`src/rtl/rot_pkg.sv`:
```
// Shared constants, state encoding and quadrature phase table for the rotary emulator.
package rot_pkg;

    localparam int unsigned PHASE_CYC_DEF = 64;
    localparam int unsigned GAP_CYC_DEF   = 512;
    localparam int unsigned CNT_W_DEF     = 8;
    localparam int unsigned TMR_W         = 16;

    localparam logic [1:0] ROT_IDLE_AB = 2'b11;

    typedef enum logic [2:0] {
        ST_IDLE,
        ST_PH1,
        ST_PH2,
        ST_PH3,
        ST_PH4,
        ST_GAP,
        ST_PUSH
    } rot_state_e;

    // {A,B} levels for a phase state; inc=1 means B leads.
    function automatic logic [1:0] phase_ab(input rot_state_e st, input logic inc);
        logic [1:0] ab;
        ab = ROT_IDLE_AB;
        case (st)
            ST_PH1:  ab = inc ? 2'b10 : 2'b01;
            ST_PH2:  ab = 2'b00;
            ST_PH3:  ab = inc ? 2'b01 : 2'b10;
            default: ab = ROT_IDLE_AB;
        endcase
        return ab;
    endfunction

endpackage

```
`src/rtl/rot_phase_timer.sv`:
```
// Loadable down-counter; tc_c is high while the count sits at zero.
module rot_phase_timer #(
    parameter int unsigned W = 16
) (
    input  logic         clk,
    input  logic         rst,
    input  logic         load,
    input  logic [W-1:0] load_val,
    output logic         tc_c
);

    logic [W-1:0] cnt_q;

    always_ff @(posedge clk or posedge rst) begin
        if (rst) begin
            cnt_q <= '0;
        end else if (load) begin
            cnt_q <= load_val;
        end else if (cnt_q != '0) begin
            cnt_q <= cnt_q - W'(1);
        end
    end

    assign tc_c = (cnt_q == '0);

endmodule

```
`src/rtl/rot_quad_gen.sv`:
```
// Quadrature rotary-encoder emulator: turns detent commands and push requests
// into Rot_A/Rot_B/Rot_C waveforms paced for the Rotary decoder.
module rot_quad_gen
    import rot_pkg::*;
#(
    parameter int unsigned PHASE_CYC = PHASE_CYC_DEF,
    parameter int unsigned GAP_CYC   = GAP_CYC_DEF,
    parameter int unsigned CNT_W     = CNT_W_DEF
) (
    input  logic             Fg_clk,
    input  logic             Reset,
    input  logic             Cmd_valid,
    output logic             Cmd_ready,
    input  logic             Cmd_dir,
    input  logic [CNT_W-1:0] Cmd_cnt,
    input  logic             Push_req,
    input  logic             Abort,
    output logic             Rot_A,
    output logic             Rot_B,
    output logic             Rot_C,
    output logic             Busy,
    output logic             Done
);

    localparam logic [TMR_W-1:0] PHASE_LD = TMR_W'(PHASE_CYC - 1);
    localparam logic [TMR_W-1:0] GAP_LD   = TMR_W'(GAP_CYC - 1);

    rot_state_e       state;
    logic             dir_q;
    logic             abort_q;
    logic [CNT_W-1:0] rem_q;

    logic             acc_cmd_c;
    logic             acc_push_c;
    logic             abort_any_c;
    logic             tmr_load_c;
    logic [TMR_W-1:0] tmr_val_c;
    logic             tmr_tc_c;

    assign acc_cmd_c   = Cmd_valid & Cmd_ready;
    assign acc_push_c  = Push_req & Cmd_ready & ~Cmd_valid;
    assign abort_any_c = abort_q | Abort;

    // One timer serves every state; it is reloaded on each state entry.
    rot_phase_timer #(.W(TMR_W)) u_timer (
        .clk      (Fg_clk),
        .rst      (Reset),
        .load     (tmr_load_c),
        .load_val (tmr_val_c),
        .tc_c     (tmr_tc_c)
    );

    always_comb begin
        tmr_load_c = 1'b0;
        tmr_val_c  = '0;
        case (state)
            ST_IDLE: begin
                if (acc_cmd_c && (Cmd_cnt != '0)) begin
                    tmr_load_c = 1'b1;
                    tmr_val_c  = PHASE_LD;
                end else if (acc_push_c) begin
                    tmr_load_c = 1'b1;
                    tmr_val_c  = '0;
                end
            end
            ST_PH1, ST_PH2, ST_PH3, ST_GAP: begin
                tmr_load_c = tmr_tc_c;
                tmr_val_c  = PHASE_LD;
            end
            ST_PH4, ST_PUSH: begin
                tmr_load_c = tmr_tc_c;
                tmr_val_c  = GAP_LD;
            end
            default: begin
                tmr_load_c = 1'b0;
                tmr_val_c  = '0;
            end
        endcase
    end

    always_ff @(posedge Fg_clk or posedge Reset) begin
        if (Reset) begin
            state     <= ST_IDLE;
            dir_q     <= 1'b0;
            abort_q   <= 1'b0;
            rem_q     <= '0;
            Rot_A     <= 1'b1;
            Rot_B     <= 1'b1;
            Rot_C     <= 1'b0;
            Busy      <= 1'b0;
            Done      <= 1'b0;
            Cmd_ready <= 1'b1;
        end else begin
            Done  <= 1'b0;
            Rot_C <= 1'b0;
            case (state)
                ST_IDLE: begin
                    if (acc_cmd_c) begin
                        dir_q <= Cmd_dir;
                        if (Cmd_cnt == '0) begin
                            Done <= 1'b1;
                        end else begin
                            rem_q          <= Cmd_cnt;
                            state          <= ST_PH1;
                            {Rot_A, Rot_B} <= phase_ab(ST_PH1, Cmd_dir);
                            Busy           <= 1'b1;
                            Cmd_ready      <= 1'b0;
                        end
                    end else if (acc_push_c) begin
                        rem_q     <= '0;
                        state     <= ST_PUSH;
                        Rot_C     <= 1'b1;
                        Busy      <= 1'b1;
                        Cmd_ready <= 1'b0;
                    end
                end
                ST_PH1: begin
                    abort_q <= abort_any_c;
                    if (tmr_tc_c) begin
                        state          <= ST_PH2;
                        {Rot_A, Rot_B} <= phase_ab(ST_PH2, dir_q);
                    end
                end
                ST_PH2: begin
                    abort_q <= abort_any_c;
                    if (tmr_tc_c) begin
                        state          <= ST_PH3;
                        {Rot_A, Rot_B} <= phase_ab(ST_PH3, dir_q);
                    end
                end
                ST_PH3: begin
                    abort_q <= abort_any_c;
                    if (tmr_tc_c) begin
                        state          <= ST_PH4;
                        {Rot_A, Rot_B} <= phase_ab(ST_PH4, dir_q);
                    end
                end
                ST_PH4: begin
                    abort_q <= abort_any_c;
                    if (tmr_tc_c) begin
                        state          <= ST_GAP;
                        {Rot_A, Rot_B} <= ROT_IDLE_AB;
                        if (rem_q != '0) begin
                            rem_q <= rem_q - CNT_W'(1);
                        end
                    end
                end
                ST_GAP: begin
                    abort_q <= abort_any_c;
                    if (tmr_tc_c) begin
                        if ((rem_q != '0) && !abort_any_c) begin
                            state          <= ST_PH1;
                            {Rot_A, Rot_B} <= phase_ab(ST_PH1, dir_q);
                        end else begin
                            state     <= ST_IDLE;
                            abort_q   <= 1'b0;
                            rem_q     <= '0;
                            Busy      <= 1'b0;
                            Cmd_ready <= 1'b1;
                            Done      <= 1'b1;
                        end
                    end
                end
                ST_PUSH: begin
                    if (tmr_tc_c) begin
                        state <= ST_GAP;
                    end
                end
                default: begin
                    state <= ST_IDLE;
                end
            endcase
        end
    end

endmodule

```
`config.mk`:
```
export PLATFORM = sky130hd
export DESIGN_NAME = rot_quad_gen
export DESIGN_NICKNAME = d
export VERILOG_FILES = /design/src/rtl/rot_pkg.sv /design/src/rtl/rot_phase_timer.sv /design/src/rtl/rot_quad_gen.sv
export SDC_FILE = /design/constraint.sdc
export NUM_CORES = 1
export LEC_CHECK = 0
export BUFFER_PORTS_ARGS = -buffer_cell sky130_fd_sc_hd__buf_4
export CAP_MARGIN = 20
export CORE_MARGIN = 10
export CORE_UTILIZATION = 26
export DETAILED_ROUTE_END_ITERATION = 12
export GPL_ROUTABILITY_DRIVEN = 0
export GPL_TIMING_DRIVEN = 1
export HOLD_SLACK_MARGIN = 0.15
export SYNTH_ARGS = -nofsm -noshare
export SYNTH_HDL_FRONTEND = slang
export SYNTH_SLANG_ARGS = --single-unit
```
`constraint.sdc`:
```
create_clock -name Fg_clk -period 5.7 [get_ports Fg_clk]
set_clock_uncertainty 0.05 [all_clocks]
set_input_delay 1.14 -clock Fg_clk [delete_from_list [all_inputs] [get_ports Fg_clk]]
set_output_delay 1.14 -clock Fg_clk [all_outputs]
set_load 0.03 [all_outputs]
```
==> run_results.csv <==
group,metric,value,unit
finish,final_common_cell,"dfrtp_1",
power,pwr-share-clk,46.8,%
hold_path,hold_depth,2,
timing,rsz0062_at_grt,"no",
timing,fin_crit_sh,57.5,%
routing,via_per_inst,5.44,
global_routing,grt_overflow,0,
critical_path,reg2reg_depth,7,
critical_path,cp_max_fo,22,
clock_tree,cts_buffers,5,
timing,slew_headroom,37.6,%
clock_tree,post_cts_buffers,0,
routing,ant_nets,0,
timing,fmax,305,MHz
clock_tree,cts.sinks,35,
logic_synthesis,ys.warnings.count,0,
clock_tree,clock_latency,0.29,ns
finish,layout.cells.non_filler,373,
clock_tree,cts_tree,"yes",
clock_tree,clk_pin_slew_worst_paths,0.08,ns
logic_synthesis,synth_cells,254,
power,ir_drop,0.0982,mV
logic_synthesis,synth_edf_count,0,
critical_path,critPathCaptureType,"flip-flop",
clock_tree,root_buffer,"clkbuf_8",
logic_synthesis,synth-main-ff-cell,"dfrtp_1",
logic_synthesis,syn_area,2220,sq um
placement,hpwl,4.01,mm
power,p_leak,0.000978,uW
finish,diodes,0,
timing,hold_viol_final,0,
clock_tree,clockBufferDepth,2,
timing,setup_tns,0,ns
placement,placedCellCount,365,
power,internal_power,397,uW
power,combPwrFrac,3.4,%
floorplan,row_count,33,
routing,post_drt_wl_per_cell,14.9,um
global_routing,grt.total_usage,8.58,%
clock_tree,h-tree-depth,2,
finish,utilization,30.8,%
global_routing,antenna_found_initial,0,
placement,io_buffers,19,
floorplan,num_io_pins,20,
logic_synthesis,avgSynthCellArea,8.75,sq um
clock_tree,postCtsHoldBufs,0,
timing,tightest_slew,0.937,ns
logic_synthesis,ys_types,59,
floorplan,initial_utilization,26.9,%
critical_path,cp-start-kind,"flip-flop",
floorplan,core_area,8260,sq um
logic_synthesis,synth_seq_cells,35,
routing,drt-initial-drc-count,164,
routing,wirelength,5.55,mm
finish,fin_nets,283,
logic_synthesis,synth.area.top_cells,"dfrtp_1, a21oi_1, nand2_1",
logic_synthesis,ys_seq_area_share,39.6,%
power,p_sw_share,20.3,%
flow_run,maxCapViolCount,0,
floorplan,dieArea,12600,sq um
timing,setup_viol,0,
logic_synthesis,async_flop_share,100,%
power,p_seq_share,49.8,%
timing,layout_setup_ws,2.42,ns
power,p_switching,101,uW
finish,area_growth,14.6,%
logic_synthesis,synth_area_leader_cell,"dfrtp_1",
timing,min_period,3.28,ns
power,finalPower,499,uW
routing,first_pass_iters,4,
critical_path,worst-endpoint-arrival,3.35,ns
timing,drv_slew,0,
global_routing,grt_max_degree,36,
placement,dp_slack,2.44,ns
clock_tree,ctsResizeCount,0,
routing,vias,2029,
global_routing,grt_pass1_wl,9.40,mm
critical_path,path_class,"flip-flop to flip-flop",
finish,layout_common_cells,"dfrtp_1, nand2_1, buf_4",
floorplan,die_w,112,um
finish,layout-drive-gt1-share,16.0,%
routing,drc,0,
critical_path,cp.required,5.77,ns
hold_path,hold_class,"flip-flop to flip-flop",
floorplan,fp.dieH,112,um
logic_synthesis,synthesis.nets,270,
run_status,status,"complete, no violations",
logic_synthesis,synth_top_area_share,36.0,%
power,powerDensity,196,nW/um^2
global_routing,grt_pass1_vias,1904,
[critical path, cell delays in order, from the launching register on]
cell and delay [ns]:
dfrtp_1 0.42, inv_1 0.08, ha_1 0.22, nor4b_2 0.43
and4_1 0.79, o22ai_1 0.18, a21oi_1 0.76, o31ai_1 0.18
[metal layers]
metal,track usage (%),vias to the layer above,share of wire [%]
met1,11.8,980,49
met3,2.08,4,4.6
li1,-,989,-
met4,1.69,0,0.56
met2,13.2,56,46
met5,0,-,0
[flip-flops by register name (all words and copies together), names as in the netlist]
name,count
Rot_B,1
Rot_A,1
Cmd_ready,1
state,3
abort_q,1
dir_q,1
rem_q,8
Done,1
u_timer.cnt_q,16
Busy,1
Rot_C,1
[synth_stat cells (5+ instances only)]
| cell | number |
|---|---|
| a21oi_1 | 18 |
| nand2_1 | 24 |
| nor2_1 | 18 |
| o21ai_0 | 15 |
| clkbuf_1 | 7 |
| nor4_1 | 8 |
| a31oi_1 | 12 |
| o31ai_1 | 6 |
| a22oi_1 | 5 |
| inv_1 | 10 |
| nand3_1 | 5 |
| nand4_1 | 5 |
| xnor2_1 | 9 |
| nor3_1 | 13 |
| dfrtp_1 | 32 |
[layout make-up]
type	instances	area [sq um]
multi-input cells	195	1230
fillers	878	5710
flip-flops and latches	35	880
clock inverters	2	35.0
inverters	10	37.5
clock buffers	6	82.6
well taps	105	131
repair buffers	20	150
[logic make-up (layout without fill, tap and decap cells)]
kind of cell / count (synthesis) / after routing / synth area share [%]
fa+ha+maj: 2 / 2 / 1.13
compound gates: 81 / 81 / 24.2
buf+inv: 24 / 38 / 5.01
mux: 3 / 3 / 1.46
flops: 35 / 35 / 39.6
simple gates: 99 / 99 / 24.7
xor+xnor: 10 / 10 / 3.94
[worst paths after layout]
check | startpoint | end | slack (ns)
worst min register to register | Busy | Busy | 0.43
worst max register to register | u_timer.cnt_q[0] | u_timer.cnt_q[2] | 2.42
worst max-delay path | u_timer.cnt_q[0] | u_timer.cnt_q[2] | 2.42
worst min-delay path | Busy | Busy | 0.43
min in group asynchronous | Reset | Busy | 0.90
max in group asynchronous | Reset | Rot_B | 4.35
[through the flow]
step / area, sq um / hold slack (ns)
finish: 2550 / 0.435
floorplan: 2220 / 0.450
global placement: 2430 / 0.420
detailed placement: 2430 / 0.424
global route: 2550 / 0.479
CTS: 2550 / 0.444
[power groups by stage]
| stage | Sequential [uW] | Clock (uW) | Combinational (uW) |
|---|---|---|---|
| floorplan | 253 | 0 | 5.71 |
| global placement | 253 | 0 | 17.4 |
| detailed placement | 253 | 0 | 17.8 |
| CTS | 248 | 241 | 17.8 |
| global route | 248 | 253 | 19.2 |
| finish | 248 | 233 | 17.2 |
Power figures use the tool's default switching activity.
